===== src/rtl/alu_pkg.sv =====
// Shared definitions for the ALU issue sequencer: RV32I opcode classes,
// 12-bit ALU operation codes {bit11, bit10, funct3, opcode} and FSM states.
package alu_pkg;

  localparam logic [6:0] OPC_OP     = 7'b0110011;
  localparam logic [6:0] OPC_OPIMM  = 7'b0010011;
  localparam logic [6:0] OPC_BRANCH = 7'b1100011;

  localparam logic [11:0] ALUOP_ADD  = 12'b000000110011;
  localparam logic [11:0] ALUOP_SUB  = 12'b100000110011;
  localparam logic [11:0] ALUOP_SRA  = 12'b101010110011;
  localparam logic [11:0] ALUOP_ADDI = 12'b000000010011;
  localparam logic [11:0] ALUOP_SRAI = 12'b011010010011;
  localparam logic [11:0] ALUOP_BEQ  = 12'b000001100011;

  typedef enum logic [1:0] {
    ST_IDLE = 2'd0,
    ST_EXEC = 2'd1,
    ST_WB   = 2'd2,
    ST_TRAP = 2'd3
  } state_t;

  function automatic logic [11:0] mk_op(input logic b11, input logic b10,
                                        input logic [2:0] f3, input logic [6:0] opc);
    return {b11, b10, f3, opc};
  endfunction

endpackage


===== src/rtl/alu_issue_if.sv =====
// Instruction handshake between fetch (master) and the issue sequencer (slave).
interface alu_issue_if;
  logic        instr_valid;
  logic        instr_ready;
  logic [31:0] instr;

  modport master (output instr_valid, output instr, input instr_ready);
  modport slave  (input instr_valid, input instr, output instr_ready);
endinterface


===== src/rtl/alu_issue_decode.sv =====
// Combinational RV32I ALU-class decoder: op code, I-immediate, B-offset,
// class flags and legality for OP / OP-IMM / BRANCH.
module alu_issue_decode
  import alu_pkg::*;
(
  input  logic [31:0] i_instr,
  output logic [11:0] o_op,
  output logic [31:0] o_imm,
  output logic [31:0] o_br_offset,
  output logic        o_is_branch,
  output logic        o_writes_rd,
  output logic        o_legal
);

  logic [6:0] w_opc;
  logic [2:0] w_f3;
  logic       w_f7_zero;
  logic       w_f7_alt;
  logic       w_rd_nz;
  logic       w_unused_rs;

  assign w_opc       = i_instr[6:0];
  assign w_f3        = i_instr[14:12];
  assign w_f7_zero   = (i_instr[31:25] == 7'b0000000);
  assign w_f7_alt    = (i_instr[31:25] == 7'b0100000);
  assign w_rd_nz     = (i_instr[11:7] != 5'd0);
  assign w_unused_rs = ^i_instr[19:15];

  assign o_br_offset = {{19{i_instr[31]}}, i_instr[31], i_instr[7],
                        i_instr[30:25], i_instr[11:8], 1'b0};

  always_comb begin
    o_op        = mk_op(1'b0, 1'b0, w_f3, w_opc);
    o_imm       = '0;
    o_is_branch = 1'b0;
    o_writes_rd = 1'b0;
    o_legal     = 1'b0;
    case (w_opc)
      OPC_OP: begin
        o_op        = mk_op(i_instr[30], 1'b0, w_f3, w_opc);
        o_legal     = w_f7_zero || (w_f7_alt && (w_f3 == 3'b000 || w_f3 == 3'b101));
        o_writes_rd = w_rd_nz;
      end
      OPC_OPIMM: begin
        // funct7 only matters for shifts; bit 10 distinguishes srai from srli
        o_op        = mk_op(1'b0, (w_f3 == 3'b101) && i_instr[30], w_f3, w_opc);
        o_imm       = {{20{i_instr[31]}}, i_instr[31:20]};
        o_writes_rd = w_rd_nz;
        case (w_f3)
          3'b001:  o_legal = w_f7_zero;
          3'b101:  o_legal = w_f7_zero || w_f7_alt;
          default: o_legal = 1'b1;
        endcase
      end
      OPC_BRANCH: begin
        o_is_branch = 1'b1;
        o_legal     = !(w_f3 == 3'b010 || w_f3 == 3'b011);
      end
      default: ;
    endcase
  end

endmodule


===== src/rtl/alu_issue.sv =====
// Issue/writeback sequencer for the registered ALU: IDLE -> EXEC -> WB, or
// IDLE -> TRAP for unsupported words. Optional ALU_ISSUE_PERF_EN adds a retire counter.
module alu_issue
  import alu_pkg::*;
(
  input  logic               clk,
  input  logic               rst,
  alu_issue_if.slave         instr_if,
  output logic [4:0]         o_rf_raddr1,
  output logic [4:0]         o_rf_raddr2,
  input  logic [31:0]        i_rf_rdata1,
  input  logic [31:0]        i_rf_rdata2,
  output logic [11:0]        o_alu_operation,
  output logic [31:0]        o_alu_rs1,
  output logic [31:0]        o_alu_rs2,
  output logic [31:0]        o_alu_imm,
  input  logic [31:0]        i_alu_rd,
  input  logic               i_alu_zero,
  output logic               o_rf_we,
  output logic [4:0]         o_rf_waddr,
  output logic [31:0]        o_rf_wdata,
  output logic               o_br_valid,
  output logic               o_br_taken,
  output logic [31:0]        o_br_offset,
  output logic               o_illegal
`ifdef ALU_ISSUE_PERF_EN
  ,
  output logic [31:0]        o_perf_retired
`endif
);

  state_t      r_state;
  state_t      w_next;
  logic        w_ready;
  logic        w_accept;
  logic        w_trap;

  logic [11:0] w_dec_op;
  logic [31:0] w_dec_imm;
  logic [31:0] w_dec_boff;
  logic        w_dec_is_branch;
  logic        w_dec_writes_rd;
  logic        w_dec_legal;

  logic [11:0] r_alu_op;
  logic [31:0] r_alu_rs1;
  logic [31:0] r_alu_rs2;
  logic [31:0] r_alu_imm;
  logic [31:0] r_br_offset;
  logic [4:0]  r_rd;
  logic        r_is_branch;
  logic        r_writes_rd;
  logic        r_rf_we;
  logic        r_br_valid;
  logic        r_illegal;

  alu_issue_decode u_decode (
    .i_instr     (instr_if.instr),
    .o_op        (w_dec_op),
    .o_imm       (w_dec_imm),
    .o_br_offset (w_dec_boff),
    .o_is_branch (w_dec_is_branch),
    .o_writes_rd (w_dec_writes_rd),
    .o_legal     (w_dec_legal)
  );

  assign o_rf_raddr1 = instr_if.instr[19:15];
  assign o_rf_raddr2 = instr_if.instr[24:20];

  always_ff @(posedge clk or posedge rst) begin
    if (rst) r_state <= ST_IDLE;
    else     r_state <= w_next;
  end

  always_comb begin
    w_next   = r_state;
    w_ready  = 1'b0;
    w_accept = 1'b0;
    w_trap   = 1'b0;
    case (r_state)
      ST_IDLE: begin
        w_ready = 1'b1;
        if (instr_if.instr_valid) begin
          w_accept = w_dec_legal;
          w_trap   = !w_dec_legal;
          w_next   = w_dec_legal ? ST_EXEC : ST_TRAP;
        end
      end
      ST_EXEC: w_next = ST_WB;
      ST_WB:   w_next = ST_IDLE;
      ST_TRAP: w_next = ST_IDLE;
      default: w_next = ST_IDLE;
    endcase
  end

  // Issue stage: operands captured on the handshake edge, strobes armed one edge ahead
  always_ff @(posedge clk or posedge rst) begin
    if (rst) begin
      r_alu_op    <= '0;
      r_alu_rs1   <= '0;
      r_alu_rs2   <= '0;
      r_alu_imm   <= '0;
      r_br_offset <= '0;
      r_rd        <= '0;
      r_is_branch <= 1'b0;
      r_writes_rd <= 1'b0;
      r_rf_we     <= 1'b0;
      r_br_valid  <= 1'b0;
      r_illegal   <= 1'b0;
    end else begin
      if (w_accept) begin
        r_alu_op    <= w_dec_op;
        r_alu_rs1   <= i_rf_rdata1;
        r_alu_rs2   <= i_rf_rdata2;
        r_alu_imm   <= w_dec_imm;
        r_br_offset <= w_dec_boff;
        r_rd        <= instr_if.instr[11:7];
        r_is_branch <= w_dec_is_branch;
        r_writes_rd <= w_dec_writes_rd;
      end
      r_rf_we    <= (r_state == ST_EXEC) && r_writes_rd;
      r_br_valid <= (r_state == ST_EXEC) && r_is_branch;
      r_illegal  <= w_trap;
    end
  end

  // Writeback stage: ALU result and flag are only meaningful while a strobe is up
  assign instr_if.instr_ready = w_ready;
  assign o_alu_operation      = r_alu_op;
  assign o_alu_rs1            = r_alu_rs1;
  assign o_alu_rs2            = r_alu_rs2;
  assign o_alu_imm            = r_alu_imm;
  assign o_br_offset          = r_br_offset;
  assign o_rf_we              = r_rf_we;
  assign o_rf_waddr           = r_rd;
  assign o_rf_wdata           = r_rf_we ? i_alu_rd : 32'd0;
  assign o_br_valid           = r_br_valid;
  assign o_br_taken           = r_br_valid && i_alu_zero;
  assign o_illegal            = r_illegal;

`ifdef ALU_ISSUE_PERF_EN
  logic [31:0] r_perf_retired;

  always_ff @(posedge clk or posedge rst) begin
    if (rst)                    r_perf_retired <= '0;
    else if (r_state == ST_WB)  r_perf_retired <= r_perf_retired + 32'd1;
  end

  assign o_perf_retired = r_perf_retired;
`endif

endmodule


===== src/flat_wrapper.sv =====
// flat-port wrapper written by rule: the top's interface ports become plain ports
module alu_issue_flat import alu_pkg::*;
  (clk, rst, o_rf_raddr1, o_rf_raddr2, i_rf_rdata1, i_rf_rdata2, o_alu_operation, o_alu_rs1, o_alu_rs2, o_alu_imm, i_alu_rd, i_alu_zero, o_rf_we, o_rf_waddr, o_rf_wdata, o_br_valid, o_br_taken, o_br_offset, o_illegal, instr_if_instr_valid, instr_if_instr, instr_if_instr_ready);
  alu_issue_if instr_if_i ();
  input  logic clk;
  input  logic rst;
  output logic [4:0] o_rf_raddr1;
  output logic [4:0] o_rf_raddr2;
  input  logic [31:0] i_rf_rdata1;
  input  logic [31:0] i_rf_rdata2;
  output logic [11:0] o_alu_operation;
  output logic [31:0] o_alu_rs1;
  output logic [31:0] o_alu_rs2;
  output logic [31:0] o_alu_imm;
  input  logic [31:0] i_alu_rd;
  input  logic i_alu_zero;
  output logic o_rf_we;
  output logic [4:0] o_rf_waddr;
  output logic [31:0] o_rf_wdata;
  output logic o_br_valid;
  output logic o_br_taken;
  output logic [31:0] o_br_offset;
  output logic o_illegal;
  input wire logic [$bits(instr_if_i.instr_valid)-1:0] instr_if_instr_valid;
  input wire logic [$bits(instr_if_i.instr)-1:0] instr_if_instr;
  output wire logic [$bits(instr_if_i.instr_ready)-1:0] instr_if_instr_ready;
  assign instr_if_i.instr_valid = instr_if_instr_valid;
  assign instr_if_i.instr = instr_if_instr;
  assign instr_if_instr_ready = instr_if_i.instr_ready;
  alu_issue u_core (.clk(clk), .rst(rst), .instr_if(instr_if_i), .o_rf_raddr1(o_rf_raddr1), .o_rf_raddr2(o_rf_raddr2), .i_rf_rdata1(i_rf_rdata1), .i_rf_rdata2(i_rf_rdata2), .o_alu_operation(o_alu_operation), .o_alu_rs1(o_alu_rs1), .o_alu_rs2(o_alu_rs2), .o_alu_imm(o_alu_imm), .i_alu_rd(i_alu_rd), .i_alu_zero(i_alu_zero), .o_rf_we(o_rf_we), .o_rf_waddr(o_rf_waddr), .o_rf_wdata(o_rf_wdata), .o_br_valid(o_br_valid), .o_br_taken(o_br_taken), .o_br_offset(o_br_offset), .o_illegal(o_illegal));
endmodule

===== config.mk =====
export PLATFORM = sky130hd
export DESIGN_NAME = alu_issue_flat
export DESIGN_NICKNAME = d
export VERILOG_FILES = /design/src/rtl/alu_pkg.sv /design/src/rtl/alu_issue_if.sv /design/src/rtl/alu_issue_decode.sv /design/src/rtl/alu_issue.sv /design/src/flat_wrapper.sv
export SDC_FILE = /design/constraint.sdc
export NUM_CORES = 1
export LEC_CHECK = 0
export CELL_PAD_IN_SITES_DETAIL_PLACEMENT = 0
export CELL_PAD_IN_SITES_GLOBAL_PLACEMENT = 2
export CORE_ASPECT_RATIO = 0.75
export CORE_MARGIN = 3
export CORE_UTILIZATION = 30
export DETAILED_ROUTE_END_ITERATION = 12
export PLACE_DENSITY_LB_ADDON = 0.1
export SYNTH_ARGS = -nofsm -noshare
export SYNTH_HDL_FRONTEND = slang
export SYNTH_HIERARCHICAL = 1
export SYNTH_SLANG_ARGS = --single-unit

===== constraint.sdc =====
create_clock -name clk -period 11.1 [get_ports clk]
set_input_delay 1.665 -clock clk [delete_from_list [all_inputs] [get_ports clk]]
set_output_delay 1.665 -clock clk [all_outputs]
set_load 0.02 [all_outputs]

==> summary by stage <==
Clock network
The buffers inserted during post-CTS setup optimization is 0. The TritonCTS clock tree is yes. CTS saw 152 sinks.

The number of clock buffers added by TritonCTS is 17. Clock-pin slew was measured on the worst setup and hold paths at around 60 ps. The clock latency on the worst-skew pair is between 400 and 500 ps. The tree is rooted in a clkbuf_16. No sink is reached through more buffers than the 2 on the longest clock path. In this run the number of H-tree levels came out at 4.

The number of hold buffers added after CTS was 0. The number of gates resized after CTS is 0.

Placement
The weighted congestion at the end of routability-driven global placement is 0.719. The placed wire-length estimate is 13,900 um. In this run the cell area measured after placement is around 10,000 um2. The count of input and output buffers is approximately 310.

GRT
For this run the aggregate overflow at the end of global routing stands at 0. The number of global-route vias before repair came to between 4,000 and 5,000. The global-route track usage on met3 is under 10%. The most used routing layer is met2.

The initial antenna violation count came to 3. The global-route total usage across every layer is about 15%. The first-pass GRT wire length is around 30,000 um. The global routing met2 resource utilization is a little under a quarter. In the global route stage, met1 resource usage came out at about a fifth. Entering global routing, the biggest net connects ~90 pins.

Floorplan
For this configuration, the core starts out at a cell density of between 30% and 40%. The top-level port count is approximately 320. The core outline area is 23,500 um2. From left edge to right edge, the die measures about 190 um.

The die boundary height is 141 um. The cell row count is 48. The die area is approximately 26,000 um2.

Pwr
Summed over all cells, the static leakage comes to around 4.7 nW. The clock network accounts for a little over two fifths of the total power. The share of total power in combinational logic is ~17%.

For this design the total switching power over the nets is between 300 and 400 uW. The worst voltage drop across the vdd grid is 0.0973 mV. The sequential cell fraction of total power is 40.8%. The fraction of power spent switching nets is 24.1%. The power density over the cells is 141 nW/um2. The internal power contribution is around 1.1 mW.

Drt
The number of remaining DRC errors is 0. Before antenna repair, the detailed router went through 4 iterations. In the final routed layout, each cell accounts on average for 18.5 um.

The first routing iteration left 153 violations. The post-detailed-route via-to-cell ratio is around 4.1. After detailed routing, the total wire length is 19,400 um. The number of nets with antenna violations after detailed routing is 0. The final route contains roughly 4,300 vias.

Synth
The most frequent cell after synthesis is dfrtp_1. Synthesis produced a netlist with a net count of between 600 and 700. The count of flip-flops with a built-in enable after synthesis is 0. In the synthesized netlist the async set-or-reset flop fraction comes to 100%. The number of warnings reported in the yosys synthesis log is 6. The share of synthesized area in the top cell type comes to between 50% and 60%.

The number of synthesized register bits is about 150. For this run, the register share of the synthesized area comes to just over 50%. The largest area contributor in the netlist is dfrtp_1. The count of different cell masters after synthesis is 33. Ranked by total cell area, the synthesized netlist is headed by dfrtp_1 52%, mux2_4 27%, buf_4 7.5%. The instance count of the mapped netlist is roughly 470. The main flop type after synthesis is dfrtp_1. The synthesized area per cell is around 16 um2. The commonest cells after synthesis are 152 x dfrtp_1, 130 x mux2_4, 73 x buf_4.

In this run the cell area of the synthesized design comes to ~7300 um2.

Cells and area
0 antenna diodes ended up in the layout. The post-route netlist has 25.9% of its cells at a drive strength greater than 1. The final-stage net count is roughly 840. Once layout is done, the placed cells without fillers occupy around 11,000 um2.

From synthesis to final layout, the design area changed by 45.8%.

Timing
In this run the tightest slew margin relative to its limit is between 20% and 30%. Setup repair after global routing left no endpoint under its margin. The post-layout minimum cycle time is between 5000 and 6000 ps. The sum of negative setup slack is 0 ps. Based on the critical path, the design can be clocked at up to a little under 200 MHz. After layout, the worst path uses 46.1% of the clock period. Across the routed clock network, the largest skew measured is ~4.7 ps. The final number of hold-violating endpoints is 0. Setup violations remaining at the end of the flow were counted as 0.

The actual transition at the worst max-transition pin is approximately 1200 ps. The count of pins over their slew limit was 0.

Min path
The classification of the worst-slack hold path is flop to flop.

Status
The flow ran to the end, and the final reports show no timing, DRC or antenna violations.

Critical path
The startpoint-to-endpoint class of the critical path is input pin to flop. The kind of capture point of the worst setup path is a flop. Along the worst path, the maximum fanout reaches 61. The data arrival time of the critical path is approximately 5400 ps. The worst setup path is launched from an input pin. The required time at the worst-slack endpoint is around 11,000 ps.

Job
Max-cap violations in this run came to 0.
power by group through the flow:
stage	logic [mW]	registers, mW	clock network (mW)
CTS	0.258	0.614	0.655
detailed placement	0.257	0.623	0
global route	0.268	0.619	0.681
global placement	0.255	0.624	0
floorplan	0.0822	0.666	0
finish	0.255	0.614	0.635
sequential cells by signal, summed over array words and instances, names as in the netlist:
signal	flops
u_core/o_alu_rs1	32
u_core/r_is_branch	1
u_core/o_br_valid	1
u_core/r_state	2
u_core/o_alu_imm	32
u_core/o_rf_waddr	5
u_core/o_br_offset	32
u_core/o_alu_operation	12
u_core/r_writes_rd	1
u_core/o_rf_we	1
u_core/o_alu_rs2	32
u_core/o_illegal	1
layer usage:
| layer | routed length [um] | part of all wire (%) |
|---|---|---|
| met1 | 8720 | 45 |
| met2 | 8900 | 46 |
| met3 | 1570 | 8.1 |
| met4 | 177 | 0.91 |
| met5 | 40 | 0.21 |
cell type report:
class	count	area (um2)
fill	2100	12800
sequential	152	3800
timing repair buffer	316	3160
multi-input combinational	220	2670
clock buffer	20	437
tap	325	407
clock inverter	12	199
inverter	5	23.8
cell families (layout without fill, tap and decap cells):
| kind of cell | after synthesis | after routing | synth area share (%) |
|---|---|---|---|
| flops | 152 | 152 | 51.9 |
| xor+xnor | 1 | 1 | 0.119 |
| buf+inv | 97 | 353 | 11.7 |
| mux | 147 | 147 | 29.2 |
| other cells | 1 | 1 | 0.0511 |
| compound gates | 6 | 6 | 0.802 |
| simple gates | 65 | 65 | 6.24 |
critical path, stage by stage:
cell and delay, ps:
clkdlybuf4s50_1 860, a2111oi_4 510, o21ai_2 90, nand3_2 110, and4bb_4 730, buf_4 980, mux2_4 360
cell usage in the layout, fill, tap and decap left out, types with 2 or more instances in the layout:
cell type	instances
o21ai_0	2
nor3_1	3
clkbuf_16	17
inv_6	2
nor3b_1	4
clkbuf_1	3
nand2_1	3
and2_1	43
buf_4	3
bufinv_16	5
clkinvlp_4	4
mux2_2	17
clkinv_2	2
inv_1	4
dfrtp_1	152
clkdlybuf4s50_1	313
mux2_4	130
path summary, 6_finish.rpt:
path	from	end	slack, ps	cells after the start
max in group asynchronous	rst	u_core/o_alu_operation[7]	7940	3
worst min register to register	u_core/r_state[0]	u_core/r_state[0]	500	1
worst max register to register	u_core/r_state[1]	u_core/o_alu_rs1[22]	8260	3
min in group asynchronous	rst	u_core/o_alu_rs1[15]	1810	2
worst max-delay path	instr_if_instr[31]	u_core/o_alu_rs1[22]	5980	7
worst min-delay path	u_core/r_state[0]	u_core/r_state[0]	500	1
per-stage QoR:
step	cells	power (mW)	util [%]	setup WS, ps	hold WS, ps
final	1050	1.50	45.4	5980	499
after global routing	1050	1.57	45.4	5720	511
after CTS	1050	1.53	45.4	5940	498
after detailed placement	1018	0.880	42.7	5500	490
after global placement	1018	0.879	42.7	5550	493
after floorplan	469	0.748	-	5340	455
(Power assumes the default switching activity.)
